### config.mk
export PLATFORM = sky130hd
export DESIGN_NAME = vend_fsm
export DESIGN_NICKNAME = d
export VERILOG_FILES = /design/src/rtl/vend_fsm.sv
export SDC_FILE = /design/constraint.sdc
export NUM_CORES = 1
export LEC_CHECK = 0
export CAP_MARGIN = 10
export CORE_AREA = 2 2 39 41
export CTS_CLUSTER_SIZE = 16
export DETAILED_ROUTE_END_ITERATION = 7
export DIE_AREA = 0 0 41 43
export PLACE_DENSITY_LB_ADDON = 0.1
export SETUP_SLACK_MARGIN = 0.4
export SYNTH_ARGS = -nofsm -noshare
export SYNTH_HDL_FRONTEND = slang
export SYNTH_SLANG_ARGS = --single-unit
### constraint.sdc
create_clock -name clk -period 3.6 [get_ports clk]
set_clock_uncertainty 0.1 [all_clocks]
set_input_delay 0.9 -clock clk [delete_from_list [all_inputs] [get_ports clk]]
set_output_delay 0.9 -clock clk [all_outputs]
set_load 0.02 [all_outputs]
### src/rtl/vend_fsm.sv
// Coin-accumulating vending controller: nickel/dime buttons build credit
// toward a fixed 25-cent price; dispenses on reaching it and returns a
// nickel when the final dime overshoots to 30 cents.
module vend_fsm (
    input  logic clk,
    input  logic rst,
    input  logic nb,
    input  logic db,
    output logic s,
    output logic r
);

    // Credit in cents; encoding is the natural 0..6 order.
    typedef enum logic [2:0] {
        S0  = 3'd0,
        S5  = 3'd1,
        S10 = 3'd2,
        S15 = 3'd3,
        S20 = 3'd4,
        S25 = 3'd5,
        S30 = 3'd6
    } state_t;

    state_t r_state;
    state_t w_next;
    logic   r_nb_q;
    logic   r_db_q;
    logic   w_nick;
    logic   w_dime;

    // Rising-edge detect so a held button is credited only once.
    assign w_nick = nb & ~r_nb_q;
    assign w_dime = db & ~r_db_q;

    // State and previous button levels; reset discards any credit.
    always_ff @(posedge clk) begin
        if (!rst) begin
            r_state <= S0;
            r_nb_q  <= 1'b0;
            r_db_q  <= 1'b0;
        end else begin
            r_state <= w_next;
            r_nb_q  <= nb;
            r_db_q  <= db;
        end
    end

    // Next-state and Moore output decode; a dime wins over a simultaneous nickel.
    always_comb begin
        w_next = S0;
        s      = 1'b0;
        r      = 1'b0;
        case (r_state)
            S0: begin
                if (w_dime)      w_next = S10;
                else if (w_nick) w_next = S5;
                else             w_next = S0;
            end
            S5: begin
                if (w_dime)      w_next = S15;
                else if (w_nick) w_next = S10;
                else             w_next = S5;
            end
            S10: begin
                if (w_dime)      w_next = S20;
                else if (w_nick) w_next = S15;
                else             w_next = S10;
            end
            S15: begin
                if (w_dime)      w_next = S25;
                else if (w_nick) w_next = S20;
                else             w_next = S15;
            end
            S20: begin
                if (w_dime)      w_next = S30;
                else if (w_nick) w_next = S25;
                else             w_next = S20;
            end
            // Sale cycle: coins arriving now are swallowed, not credited.
            S25: begin
                w_next = S0;
                s      = 1'b1;
            end
            S30: begin
                w_next = S0;
                s      = 1'b1;
                r      = 1'b1;
            end
            // Unused encoding recovers to empty credit with outputs idle.
            default: begin
                w_next = S0;
            end
        endcase
    end

endmodule

==> results of run 1 <==
per-stage QoR:
stage	instance area (sq um)	setup slack [ns]	hold WS [ns]	util [%]
2_1_floorplan	247.7	1.626	0.4058	-
3_3_place_gp	317.8	1.301	0.4374	22.97
3_5_place_dp	317.8	1.264	0.4388	22.97
4_1_cts	344.1	0.9955	0.4550	24.86
5_1_grt	344.1	0.8565	0.4951	24.86
6_report	344.1	1.009	0.4683	24.86
flip-flops by register name, indices dropped and copies added (netlist names):
| name | count |
|---|---|
| r_db_q | 1 |
| r_nb_q | 1 |
| r_state | 3 |
area by class of cell:
class / instances / share of cell area (%)
multi-input cells: 19 / 38.55
flip-flops and latches: 5 / 29.09
repair buffers: 5 / 14.55
clock buffers: 4 / 7.636
well taps: 16 / 5.818
inverters: 4 / 4.364
synthesized netlist by cell type:
cell | instances | area share [%]
nor2_1 | 2 | 3.0
and2_1 | 1 | 2.5
and2b_2 | 1 | 3.5
o211ai_1 | 1 | 3.0
dfxtp_1 | 5 | 40
nor4_1 | 1 | 2.5
and3b_4 | 1 | 5.0
inv_1 | 4 | 6.1
nand2b_1 | 1 | 2.5
o311ai_0 | 1 | 3.5
or3_2 | 1 | 3.0
xnor2_1 | 1 | 3.5
nor3_1 | 2 | 4.0
a21oi_1 | 3 | 6.1
nand4b_1 | 1 | 3.5
o211a_1 | 1 | 4.0
o31a_1 | 1 | 3.5
worst register-to-register path, delay by kind of cell, from the launching register on:
kind / cells / cell delay, ns
AOI/OAI and AO/OA: 2 / 0.43
and+or+nand+nor: 1 / 0.22
DFF: 1 / 0.37
kinds of logic after synthesis:
family	after synthesis	synth area share [%]
flops	5	40.41
buf+inv	4	6.059
simple gates	11	29.81
xor+xnor	1	3.536
compound gates	7	20.20
layer usage:
layer / track usage (%) / part of all wire (%)
met4: 10.00 / 1.8
met2: 9.063 / 45
met3: 4.712 / 4.7
met5: 0 / 0
met1: 9.003 / 48
final timing paths:
check	endpoint	cells past startpoint	slack [ns]
worst max-delay path	r	3	1.01
worst min-delay path	r_state[0]	2	0.47
worst max register to register	r_state[1]	3	2.36
worst min register to register	r_state[0]	2	0.47
where the power goes:
part           total [mW]  switching [mW]  internal (mW)
combinational      0.0234          0.0101         0.0132
clock              0.0659          0.0240         0.0420
sequential         0.0652         0.00521         0.0600
==> results.toml, run 1 <==
[finish]
final.fill_count = 155
multi_input_area_sq_um = 132.6
layout.nets = 42
drive_above_1_share_pct = 16.22
syn_to_final_growth_pct = 38.89
seqCellArea_sq_um = 100.1
final_cells = 53
antennaDiodeCount = 0
final_cell_mix = "clkdlybuf4s50_1 (5), dfxtp_1 (5), inv_1 (4), a21oi_1 (3), clkbuf_4 (3)"

[setup_path]
crit_required_ns = 2.60
cp-startpoint = "r_state[1]"
crit_chain = "inv_1, nor3_1, clkdlybuf4s50_1"
slowest_stage = "clkdlybuf4s50_1"
crit_type = "register to primary output"
cpPeakStageDelay_ns = 0.63
crit_fanout = 6
crit_family = "buffers and inverters"
arrival_ns = 1.59
reg2reg_from = "r_state[0]"
worstSetupEndpointType = "primary output"
critPathLaunchType = "register"
cp_num_buf_inv = 2

[placement]
dp_hpwl_um = 394.4
gp_congestion = 0.6853
placed_cells = 49
port_buffers = 5

[floorplanning]
core_sq_um = 1384
pin_count = 6
initial_core_util_pct = 17.90
num_rows = 14
dieWidth_um = 41
die_h_um = 43
fp.dieArea_sq_um = 1763

[routing]
drc_errors = 0
post_drt_wl_per_cell_um = 9.698
ant_nets = 0
first_iter_violations = 2
vias = 234
via_per_inst = 4.415
firstDrtPassIters = 4
drt-total-wl_um = 514

[timing]
setup-violations-final = 0
slew_headroom_pct = 80.27
worstMarginPinSlew_ns = 0.2922
setup_tns_ns = 0
hold_violations = 0
drv_slew = 0
timing.fmax_ghz = 0.3859
period_minus_slack_ns = 2.591
min_period_over_period_pct = 71.98
rsz0062_at_grt = "no"

[synthesis]
syn_avg_cell_area_sq_um = 8.848
synthCells = 28
yosysUniqueCellTypes = 17
ys_warn_count = 0
netlist_area_sq_um = 247.7
synth_seq_cells = 5
ys_seq_area_share_pct = 40.40
synth_nets = 32

[clock_tree]
tritoncts = "done"
cts.clk_slew.worst_paths_ns = 0.05
cts_made_buffers = 3
clock_sinks = 5
worstSkewPairLatency_ns = 0.24
clk_path_buf_depth = 2
cts_setup_buffers = 0
h-tree-depth = 1
cts_root_buf = "clkbuf_4"
holdBufCountCts = 0
ctsResizeCount = 0

[worst_hold_path]
min_from = "r_nb_q"
worstHoldPathType = "register to register"

[global_routing]
grt_overflow = 0
grt_pass1_vias = 215
grt_max_degree = 8
grt.total_usage_pct = 8.133
grt_pass1_wl_um = 848
grt_antenna_before_repair = 0

[job]
cap_violations = 0

[pwr]
p_total_uw = 154.5
leakage_nw = 0.1308
power.density_nw_per_um2 = 449.0
ir_drop_uv = 124.9

[outcome]
status = "finished clean"
No activity file was read; power rests on OpenSTA's default activity.
==> inputs of run 2 (changes only) <==
==> constraint.sdc (replaced) <==
create_clock -name clk -period 2.4 [get_ports clk]
set_clock_uncertainty 0.1 [all_clocks]
set_input_delay 0.6 -clock clk [delete_from_list [all_inputs] [get_ports clk]]
set_output_delay 0.6 -clock clk [all_outputs]
set_load 0.02 [all_outputs]
==> run 2 against run 1 <==
  * Sequential share of layout area increased by 0.54 points
  * Combinational power grew 44%
  * Die area did not move
  * Power rose by 46%
  * Via count is 0.43% lower
  * Largest cell class unchanged
  * Core utilization shrank 0.45 points
  * Worst setup slack worse by 0.49 ns
  * Cell area decreased by 1.8%
  * Non-clock buffer count unchanged
  * Clock-buffer cell count did not move
  * Highest routed layer unchanged
  * First-iteration DRC count grew to 6.0 times the previous value
  * Routed wire length decreased by 7.2%
==> results.toml, run 2 (same netlist as run 1, synthesis figures left out) <==
[outcome]
status = "finished clean"

[clock_tree]
clock_sinks = 5
holdBufCountCts = 0
cts.clk_slew.worst_paths_ns = 0.04
worstSkewPairLatency_ns = 0.24
cts_root_buf = "clkbuf_4"
h-tree-depth = 1
clk_path_buf_depth = 2
cts_made_buffers = 3
tritoncts = "done"

[setup_path]
crit_fanout = 7
worstSetupEndpointType = "primary output"
critPathLaunchType = "register"
arrival_ns = 1.18
crit_type = "register to primary output"
crit_required_ns = 1.70

[routing]
drt-total-wl_um = 477
firstDrtPassIters = 3
vias = 233
ant_nets = 0
drt-met1-wl_um = 225
post_drt_wl_per_cell_um = 9.000
routed.top_layer = "met4"
wl_met3_um = 32
first_iter_violations = 12
wl_met2_um = 211
drc_errors = 0
via_per_inst = 4.396

[timing]
min_period_over_period_pct = 78.40
setup_tns_ns = 0
timing.fmax_ghz = 0.5314
slew_headroom_pct = 80.45
rsz0062_at_grt = "no"
worstMarginPinSlew_ns = 0.2896
setup-violations-final = 0
hold_violations = 0
period_minus_slack_ns = 1.882
drv_slew = 0

[floorplanning]
pin_count = 6
die_h_um = 43
initial_core_util_pct = 17.90
core_sq_um = 1384
dieWidth_um = 41
num_rows = 14
fp.dieArea_sq_um = 1763

[placement]
placed_cells = 49
dp_hpwl_um = 377.4
port_buffers = 5
gp_congestion = 0.6967

[worst_hold_path]
worstHoldPathType = "register to register"

[pwr]
p_total_uw = 226.0
ir_drop_uv = 192.3
power.density_nw_per_um2 = 669.1
leakage_nw = 0.1367

[finish]
top_register = "r_state"
largestRegisters = "r_state (3), r_db_q (1), r_nb_q (1)"
drive_above_1_share_pct = 18.92
final_cell_mix = "dfxtp_1 (5), inv_1 (4), a21oi_1 (3), clkbuf_4 (3), clkdlybuf4s50_1 (3)"
final_common_cell = "dfxtp_1"
antennaDiodeCount = 0
largest_register_ffs = 3
final_util_pct = 24.41
layout.nets = 42
syn_to_final_growth_pct = 36.36
final_cells = 53

[global_routing]
grt_pass1_vias = 235
grt_max_degree = 8
grt_overflow = 0
grt.total_usage_pct = 7.014
grt_antenna_before_repair = 0
grt_pass1_wl_um = 807

[job]
cap_violations = 0
## run 2: cell count changes in the layout (fill, tap and decap cells not counted), sizes merged
cell           change
clkdlybuf4s50      -2
clkbuf             +1
dlygate4sd2        +1
## run 2: cell type report
type	instances	area [sq um]
Inverter	4	15.01
Tap cell	16	20.02
Sequential cell	5	100.1
Fill cell	151	1046
Timing Repair Buffer	5	43.79
Clock buffer	4	26.28
Multi-Input combinational cell	19	132.6
## run 2: worst max-delay path, cell delays in order (launching register included)
cell	delay [ns]
dfxtp_1	0.44
xnor2_1	0.14
nor2_1	0.05
dlygate4sd2_1	0.31
## run 2: path summary, 6_finish.rpt
kind	from	end	slack (ns)	cells past startpoint
max	r_state[0]	s	0.52	3
min	r_nb_q	r_state[0]	0.45	2
max reg2reg	r_state[0]	r_state[1]	1.16	3
min reg2reg	r_nb_q	r_state[0]	0.45	2
## run 2: layer usage
layer,GRT usage [%],up-vias
met4,6.000,0
li1,-,121
met2,9.375,5
met5,0,-
met1,7.987,105
met3,3.141,2
## run 2: per-stage QoR
stage / hold WS [ns] / area, sq um / setup slack, ns
finish: 0.4505 / 337.8 / 0.5183
global route: 0.4920 / 337.8 / 0.4355
CTS: 0.4554 / 341.6 / 0.3927
detailed placement: 0.4459 / 317.8 / 0.3632
floorplan: 0.4058 / 247.7 / 0.7259
global placement: 0.4387 / 317.8 / 0.4242
## run 2: power by group
| group | internal (mW) | switching, mW |
|---|---|---|
| combinational | 0.0190 | 0.0148 |
| clock | 0.0627 | 0.0319 |
| sequential | 0.0900 | 0.00758 |
## run 2: repair_timing
item,4_1_cts,5_1_grt
endpoints found under the setup margin,2,1
setup buffers,0,0
resized for setup,2,3
gates cloned,0,0
==> inputs of run 3 (changes only) <==
==> constraint.sdc (replaced) <==
create_clock -name clk -period 1.7 [get_ports clk]
set_clock_uncertainty 0.1 [all_clocks]
set_input_delay 0.425 -clock clk [delete_from_list [all_inputs] [get_ports clk]]
set_output_delay 0.425 -clock clk [all_outputs]
set_load 0.02 [all_outputs]
==> run 3 against run 2 <==
  * Sequential power grew 40%
  * Power grew 55%
  * Sequential share of layout area shrank 3.9 points
  * Routed wire length grew 13%
  * Core utilization grew 4.8 points
  * Register-to-register slack lost 0.80 ns
  * Global-route usage grew 1.2 points
  * Clock-buffer cell count is the same
  * Critical endpoint unchanged
  * Largest power group is now the clock network
==> results.toml, run 3 (same netlist as run 1, synthesis figures left out) <==
[outcome]
status = "finished clean"

[timing]
min_period_over_period_pct = 85.79
worstMarginPinSlew_ns = 0.3045
drv_slew = 0
slew_headroom_pct = 79.45
hold_violations = 0
period_minus_slack_ns = 1.458
timing.fmax_ghz = 0.6856
rsz0062_at_grt = "yes"
setup_tns_ns = 0
setup-violations-final = 0

[floorplanning]
fp.dieArea_sq_um = 1763
dieWidth_um = 41
num_rows = 14
pin_count = 6
core_sq_um = 1384
die_h_um = 43
initial_core_util_pct = 17.90

[finish]
top_register = "r_state"
layout.nets = 48
antennaDiodeCount = 0
final.fill_count = 153
drive_above_1_share_pct = 48.84
final_cell_mix = "buf_4 (7), clkbuf_4 (3), dfxtp_2 (3)"
final_common_cell = "buf_4"
final_area_sq_um = 404.1
syn_to_final_growth_pct = 63.13
largest_register_ffs = 3
largestRegisters = "r_state (3), r_db_q (1), r_nb_q (1)"

[pwr]
swShare_pct = 26.11
ir_drop_uv = 285.7
p_int_uw = 259.5
pwr-share-seq_pct = 38.9
pwr-share-clk_pct = 39.9
leakage_nw = 0.1701
p_switching_uw = 91.71
combPwrFrac_pct = 21.2
power.density_nw_per_um2 = 869.1

[clock_tree]
clock_sinks = 5
clk_path_buf_depth = 2
cts_made_buffers = 3
holdBufCountCts = 0
h-tree-depth = 1
worstSkewPairLatency_ns = 0.24
cts.clk_slew.worst_paths_ns = 0.05
cts_root_buf = "clkbuf_4"
tritoncts = "done"

[routing]
post_drt_wl_per_cell_um = 9.119
firstDrtPassIters = 2
via_per_inst = 4.119
drt-total-wl_um = 538
first_iter_violations = 1
vias = 243
ant_nets = 0
drc_errors = 0

[global_routing]
grt_antenna_before_repair = 0
globalRouteMet3Util_pct = 3.141
grt_pass1_wl_um = 903
grt_pass1_vias = 237
met2_usage_pct = 10.63
grt-busiest-layer = "met2"
grt.total_usage_pct = 8.225
grt_overflow = 0
grt_max_degree = 6
gr-usage-met1_pct = 8.654

[setup_path]
critPathLaunchType = "register"
worstSetupEndpointType = "primary output"
crit_type = "register to primary output"
arrival_ns = 0.93
crit_fanout = 3
crit_required_ns = 1.17

[placement]
place_area_sq_um = 374.1
gp_congestion = 0.6977
port_buffers = 5
dp_hpwl_um = 437.9

[worst_hold_path]
worstHoldPathType = "register to register"

[job]
cap_violations = 0
[run 3: changes by cell type in the layout (fill, tap and decap cells not counted), moves of 2 or more]
cell	previous run	this run
inv_1	4	2
inv_2	0	2
dfxtp_2	0	3
dfxtp_1	5	2
buf_4	0	7
clkdlybuf4s50_1	3	1
[run 3: worst paths after layout]
| check | from | to | slack, ns | cells past startpoint |
|---|---|---|---|---|
| worst max-delay path | r_state[0] | s | 0.24 | 3 |
| worst min-delay path | r_nb_q | r_state[0] | 0.45 | 2 |
| worst min register to register | r_nb_q | r_state[0] | 0.45 | 2 |
| worst max register to register | r_state[0] | r_state[1] | 0.36 | 4 |
[run 3: stage by stage]
stage | power, mW | util [%] | setup slack, ns | std cells | hold slack, ns
floorplan | 0.1750 | - | 0.3613 | 28 | 0.4058
finish | 0.3512 | 29.20 | 0.2415 | 59 | 0.4469
global route | 0.3763 | 29.20 | 0.1887 | 59 | 0.4605
detailed placement | 0.2113 | 27.03 | -0.03544 | 55 | 0.4358
CTS | 0.3589 | 28.93 | 0.2196 | 59 | 0.4399
global placement | 0.2115 | 27.03 | -0.02872 | 55 | 0.4343
[run 3: power groups by stage]
| stage | combinational, mW | clock, mW | sequential, mW |
|---|---|---|---|
| floorplan | 0.0368 | 0 | 0.138 |
| global placement | 0.0754 | 0 | 0.136 |
| detailed placement | 0.0745 | 0 | 0.137 |
| CTS | 0.0738 | 0.148 | 0.137 |
| global route | 0.0817 | 0.157 | 0.138 |
| finish | 0.0746 | 0.140 | 0.137 |
[run 3: repair_timing]
action	CTS	global route
gates cloned	0	0
hold endpoints to repair	0	0
setup buffers	0	0
setup endpoints to repair	4	4
resized for setup	18	1
pin swaps	1	0
[run 3: worst max-delay path, cell delays in order (launching register included)]
cell,delay [ns]
dfxtp_2,0.37
xnor2_1,0.12
nor2_1,0.05
buf_4,0.15
[run 3: routing by layer]
layer,vias to the layer above,routed length (um)
li1,129,-
met1,107,234
met2,5,272
met3,2,26
met4,0,5
met5,-,0
[run 3: layout make-up]
cell class                      instances  area, sq um  area share (%)
Clock buffer                            4        26.28           6.502
Tap cell                               16        20.02           4.954
Sequential cell                         5        103.9           25.70
Multi-Input combinational cell         19        147.6           36.53
Inverter                                4        15.01           3.715
Timing Repair Buffer                   11        91.34           22.60
